**config.mk**
```make
export PLATFORM = sky130hd
export DESIGN_NAME = data_mem_bridge
export DESIGN_NICKNAME = d
export VERILOG_FILES = /design/src/rtl/data_mem_bridge.sv
export SDC_FILE = /design/constraint.sdc
export NUM_CORES = 1
export LEC_CHECK = 0
export ABC_AREA = 1
export CORE_MARGIN = 10
export CORE_UTILIZATION = 43
export CTS_BUF_LIST = sky130_fd_sc_hd__clkbuf_2 sky130_fd_sc_hd__clkbuf_4 sky130_fd_sc_hd__clkbuf_8
export DETAILED_ROUTE_END_ITERATION = 16
export HOLD_SLACK_MARGIN = 0.05
export PLACE_DENSITY = 0.89
export SETUP_SLACK_MARGIN = 0.15
export SLEW_MARGIN = 10
export SYNTH_ARGS = -nofsm -noshare
export SYNTH_HDL_FRONTEND = slang
export SYNTH_SLANG_ARGS = --single-unit
```
**constraint.sdc**
```tcl
create_clock -name clk -period 1.6 [get_ports clk]
set_input_delay 0.32 -clock clk [delete_from_list [all_inputs] [get_ports clk]]
set_output_delay 0.32 -clock clk [all_outputs]
set_load 0.005 [all_outputs]
```
**src/rtl/data_mem_bridge.sv**
```systemverilog
`default_nettype none
// ============================================================================
// Module   : data_mem_bridge
// Purpose  : Turns M-stage load/store requests into single-outstanding
//            req/ack bus transactions, stalls the pipeline until the bus
//            responds, and flags misaligned accesses and bus timeouts.
// Revision : 1.0 - initial release
// ============================================================================
module data_mem_bridge #(
    parameter int ADDR_W  = 32,
    parameter int TIMEOUT = 255
) (
    input  logic              clk,
    input  logic              rst,          // asynchronous, active low
    input  logic              memwriteM,
    input  logic              memreadM,
    input  logic [31:0]       aluoutM,
    input  logic [31:0]       writedataM,
    output logic [31:0]       readdataM,
    output logic              stallM,
    output logic              adelM,
    output logic              adesM,
    output logic              buserrM,
    output logic              bus_req,
    output logic              bus_we,
    output logic [ADDR_W-1:0] bus_addr,
    output logic [31:0]       bus_wdata,
    input  logic              bus_ack,
    input  logic [31:0]       bus_rdata
);

    // Last counter value before a WAIT without ack is abandoned
    localparam logic [7:0] c_TO_LAST = 8'(TIMEOUT - 1);

    typedef enum logic [1:0] {
        S_IDLE = 2'd0,
        S_WAIT = 2'd1,
        S_DONE = 2'd2
    } state_t;

    state_t            r_state;
    state_t            w_next;
    logic [7:0]        r_cnt;
    logic [31:0]       r_readdata;
    logic              r_buserr;
    logic              r_req;
    logic              r_we;
    logic [ADDR_W-1:0] r_addr;
    logic [31:0]       r_wdata;

    logic              w_act;
    logic              w_mis;
    logic              w_issue;
    logic              w_tmo;

    // A store wins when both strobes are high; only word accesses exist
    assign w_act   = memreadM | memwriteM;
    assign w_mis   = w_act & (aluoutM[1:0] != 2'b00);
    assign w_issue = (r_state == S_IDLE) & w_act & ~w_mis;
    assign w_tmo   = (r_cnt == c_TO_LAST);

    assign readdataM = r_readdata;
    assign buserrM   = r_buserr;
    assign bus_req   = r_req;
    assign bus_we    = r_we;
    assign bus_addr  = r_addr;
    assign bus_wdata = r_wdata;

    // State register
    always_ff @(posedge clk or negedge rst) begin
        if (!rst) begin
            r_state <= S_IDLE;
        end else begin
            r_state <= w_next;
        end
    end

    // Next-state and combinational pipeline outputs; alignment flags only in IDLE
    always_comb begin
        w_next = r_state;
        stallM = 1'b0;
        adelM  = 1'b0;
        adesM  = 1'b0;
        case (r_state)
            S_IDLE: begin
                adelM  = w_mis & ~memwriteM;
                adesM  = w_mis & memwriteM;
                stallM = w_act & ~w_mis;
                if (w_act && !w_mis) begin
                    w_next = S_WAIT;
                end
            end
            S_WAIT: begin
                stallM = 1'b1;
                if (bus_ack || w_tmo) begin
                    w_next = S_DONE;
                end
            end
            S_DONE: begin
                w_next = S_IDLE;
            end
            default: begin
                w_next = S_IDLE;
            end
        endcase
    end

    // Bus request launch, response capture and timeout tracking
    always_ff @(posedge clk or negedge rst) begin
        if (!rst) begin
            r_req      <= 1'b0;
            r_we       <= 1'b0;
            r_addr     <= '0;
            r_wdata    <= '0;
            r_readdata <= '0;
            r_cnt      <= '0;
            r_buserr   <= 1'b0;
        end else begin
            case (r_state)
                S_IDLE: begin
                    if (w_issue) begin
                        r_req   <= 1'b1;
                        r_we    <= memwriteM;
                        r_addr  <= {aluoutM[ADDR_W-1:2], 2'b00};
                        r_wdata <= writedataM;
                        r_cnt   <= '0;
                    end
                end
                S_WAIT: begin
                    if (bus_ack) begin
                        r_req    <= 1'b0;
                        r_buserr <= 1'b0;
                        if (!r_we) begin
                            r_readdata <= bus_rdata;
                        end
                    end else if (w_tmo) begin
                        r_req      <= 1'b0;
                        r_readdata <= '0;
                        r_buserr   <= 1'b1;
                    end else begin
                        r_cnt <= r_cnt + 8'd1;
                    end
                end
                S_DONE: begin
                    r_buserr <= 1'b0;
                end
                default: begin
                    r_req <= 1'b0;
                end
            endcase
        end
    end

endmodule
`default_nettype wire

```
Word-level counts from Yosys, hierarchy flattened
Cells that the tools add are included.

Register bits after elaboration: 107. Bits of input ports: 101. Output and inout port bits: 102. Word-level logic and storage cells: 63.

$add $sub $neg: 1. Equal/unequal tests: 10. Mux-type cells: 20. Bitwise gates (word level): 10. Reductions and logical operators: 14.

Operators with widths (count): $mux W32 (3); $mux W8 (3); $pmux W8 S2 (1); $ne A2 B2 Y1 const B (5); $add A8 B1 Y8 const B (1); $eq A8 B8 Y1 const B (1); $reduce_bool A2 Y1 (4); $mux W1 (7); $and A1 B1 Y1 (6); $reduce_and A2 Y1 (3); $reduce_and A3 Y1 (2); $mux W2 (2); $pmux W1 S2 (2); $pmux W2 S2 (1); $reduce_and A4 Y1 (1); $ne A3 B3 Y1 const B (1); $not A1 Y1 (3); $pmux W1 S3 (1); $eq A2 B1 Y1 const B (1); $eq A2 B2 Y1 const B (1); $logic_not A2 Y1 (1); $ne A2 B1 Y1 const B (1); $logic_and A1 B1 Y1 (1); $logic_not A1 Y1 (1); 2 further kinds (2).

Depth between registers and ports, before layout
Depth after elaboration: 6. Gate-level depth with buffers: 10. Depth with buffers taken out: 9.

Least setup slack after synthesis
No wires, ideal clock.

Path type: reg-to-reg. Start: register r_cnt[0]. End: register r_readdata[10], in the netlist readdataM[10]. Library setup time: 117 ps. Arrival: 1303 ps. Data required time: 1483 ps. Setup slack: 180 ps. Cell stages (with the launch flop): 11. Path buffers: 1. Clock period less this slack: 1420 ps. Path through: dfrtp_1 inv_1 ha_1 nand2_1 nor2_2 nand2_4 nand2_4 nand3_4 buf_6 nand2_2 o21ai_2.

Longest elaborated chain between the ends: 3.

Ends and longest elaborated chain: start: declaration (line 43) `logic [7:0] r_cnt;`; start signal: assignment (line 141) `r_cnt <= r_cnt + 8'd1;`; $eq A8 B8 Y1 (line 60) `assign w_tmo = (r_cnt == c_TO_LAST);`; $reduce_bool A2 Y1 (no source line); $reduce_and A3 Y1 (no source line); end signal: assignment (line 134) `r_readdata <= bus_rdata;`; end: declaration (line 44) `logic [31:0] r_readdata;`.

Every way passes these cells. A chain may end at the register's enable or synchronous reset.

Final worst setup path
Start: register r_cnt[0]. End: register r_readdata[13], in the netlist readdataM[13].

Same word-level chain as after synthesis.

==> impl_metrics.py <==
metrics = {
    "sta": {
        "layout_setup_ws_ns": -0.0618,
        "drv_slew": 0,
        "setup-tns-final_ns": -0.878,
        "fin_crit_ns": 1.66,
        "clock_skew_ns": 0.0114,
        "hold_ws_ns": 0.369,
        "setup_violations": 29,
        "fin_crit_sh_pct": 104,
        "rsz0062_at_grt": "yes",
        "fmax_mhz": 602,
        "hold_viol": 0,
    },
    "setup_path": {
        "r2r_start": "r_cnt[0]",
        "r2r_slack_ns": -0.06,
        "slowest_stage": "dfrtp_1",
        "max_stage_delay_ns": 0.41,
        "rr_worst_depth": 11,
        "critPathLaunchType": "register",
        "cp-end-kind": "register",
        "critPathKind": "reg -> reg",
        "worstPathRequired_ns": 1.87,
        "critPathArrivalTime_ns": 1.93,
        "critical_path.top_delay_family": "simple AND/OR/NAND/NOR gates",
        "path_buf_inv": 3,
        "path_max_fanout": 8,
        "rr_endpoint": "readdataM[13]",
        "path_common_cell": "nand2_4",
        "path_cells": "inv_2 > ha_4 > nand2_4 > nor2_4 > nand2_4 > nand2_4 > nand3_4 > buf_6 > buf_16 > nand2_4 > o21ai_2",
    },
    "detailed_routing": {
        "drtAntennaViolNets": 0,
        "via_per_inst": 4.99,
        "first_pass_iters": 4,
        "drc": 0,
        "wirelength_um": 17600,
        "wire_per_inst_um": 19.4,
        "drt_iter0_markers": 316,
        "via_count": 4524,
    },
    "finish": {
        "final.fill_count": 691,
        "post-route-util_pct": 75.5,
        "multi_input_area_sq_um": 1980,
        "nNetsFinal": 869,
        "regArea_sq_um": 2680,
        "diodes": 0,
        "drive_above_1_share_pct": 24.9,
        "stdcell_area_sq_um": 7830,
        "syn2layout_area_growth_pct": 69.6,
    },
    "pwr": {
        "power.leakage_nw": 4.08,
        "ir_drop_v": 0.000552,
        "power_density_nw_per_um2": 1140,
    },
    "yosys": {
        "synth_top_area_share_pct": 58.0,
        "synth_flop_cell": "dfrtp_1",
        "yosys_warnings": 0,
        "syn_area_sq_um": 4610,
        "seq_area_frac_synth_pct": 58.0,
        "ys_types": 28,
        "synth_edf_count": 0,
        "synthTopCellsByCount": "nand2_1, dfrtp_1, o21ai_2",
        "synth.avg_cell_area_sq_um": 9.12,
        "synth-seq-cells": 107,
        "yosys-top-cells-area": "dfrtp_1, nand2_1, o21ai_2",
        "synth_cells": 506,
        "yosysTopAreaCell": "dfrtp_1",
        "ys_async_sr_fraction_pct": 100,
        "yosysMostFrequentCell": "nand2_1",
    },
    "placement": {
        "pre_cts_slack_ns": -0.470,
        "dp_hpwl_um": 11000,
        "gp_congestion": 0.826,
        "placed_area_sq_um": 6830,
        "port_buffers": 200,
    },
    "job": {
        "max_cap_violations": 0,
    },
    "clock_network": {
        "clk_pin_slew_worst_paths_ns": 0.10,
        "numCtsBuffers": 9,
        "clockRootBuffer": "clkbuf_8",
        "tritoncts": "done",
        "cts.sinks": 107,
        "cts_buffer_depth": 2,
        "clkLatencyLatePin_ns": 0.37,
        "cts_htree_levels": 3,
    },
    "global_routing": {
        "grt_pass1_wl_um": 25100,
        "antenna_found_initial": 0,
        "grt_overflow": 0,
        "grt_pass1_vias": 4874,
        "grt_max_degree": 45,
        "grt.total_usage_pct": 20.7,
    },
    "die": {
        "io_pins": 203,
        "die_h_um": 124,
        "core_sq_um": 10400,
        "initial_utilization_pct": 44.5,
        "die_x_um": 124,
        "num_rows": 37,
        "die_area_sq_um": 15300,
    },
    "status": {
        "violations": "setup timing",
        "status": "finished, violations left",
    },
    "hold_path": {
        "min_path_type": "in -> async",
    },
}
-- logic make-up after synthesis --
logic type	count (synthesis)	synth area share, %
fa+ha+maj	2	0.542
buf+inv	42	5.10
simple gates	313	29.0
compound gates	40	7.08
flops	107	58.0
xor+xnor	1	0.190
other cells	1	0.0813
-- registers in the layout, indices dropped and copies added (netlist names) --
register / count
readdataM: 32
bus_addr: 30
bus_req: 1
r_state: 2
buserrM: 1
r_cnt: 8
bus_we: 1
bus_wdata: 32
-- what timing repair did --
action	4_1_cts	5_1_grt
endpoints found under the setup margin	203	102
setup buffers	37	8
cloned	5	2
hold buffers	1	0
resized for setup	164	51
pin swaps	11	16
endpoints found under the hold margin	18	0
-- placed cells by master (no fill, tap or decap), types with 2 or more instances in the layout --
cell type	netlist	final
buf_4	2	42
nand2_2	31	11
o21ai_2	32	33
nand3_2	1	5
conb_1	1	2
dfrtp_1	107	105
buf_2	14	2
nor2_4	1	3
buf_6	7	18
nand2_4	2	32
clkbuf_8	0	11
inv_2	1	4
nor3_1	2	2
buf_12	0	8
clkinvlp_4	0	2
dlygate4sd2_1	0	97
o21ai_0	4	2
inv_1	15	10
nand3_4	1	2
o21ai_1	2	2
nor2_1	9	7
nand2_1	250	239
clkbuf_16	0	2
buf_16	0	5
clkdlybuf4s50_1	0	99
nand3_1	12	7
dfrtp_2	0	2
-- power breakdown --
| group | switching, W | total (W) | leakage, nW | internal (W) |
|---|---|---|---|---|
| Clock | 0.000932 | 0.00173 | 0.0974 | 0.000799 |
| Combinational | 0.00153 | 0.00339 | 2.62 | 0.00187 |
| Sequential | 0.000447 | 0.00382 | 1.36 | 0.00337 |
-- area by class of cell --
cell class	count	area share, %
timing repair buffer	274	34.8
multi-input combinational	358	25.3
clock buffer	11	1.93
clock inverter	4	0.639
inverter	16	0.895
sequential	107	34.2
tap	136	2.17
-- layer usage --
metal  routed length, um  up-vias  global-route usage (%)
li1                    -     2070                       -
met5                   0        -                       0
met1                6220     2202                    23.5
met2                8900      224                    35.0
met3                2080       28                    8.55
met4                 393        0                    6.04
-- metrics by stage --
stage,total power [W],std cells
3_5_place_dp,0.00681,839
3_3_place_gp,0.00669,839
6_report,0.00894,906
4_1_cts,0.00860,897
2_1_floorplan,0.00479,507
5_1_grt,0.00941,906
-- worst max path at each step --
stage,start,end,slack [ns],cells after the start
CTS,r_state[0],stallM,-0.04,6
finish,r_cnt[0],readdataM[13],-0.06,11
global route,r_cnt[0],readdataM[13],-0.14,11
floorplan,r_cnt[0],readdataM[10],0.18,10
global placement,aluoutM[1],stallM,-0.40,5
detailed placement,aluoutM[1],stallM,-0.47,5
No activity file was read; power rests on OpenSTA's default activity.
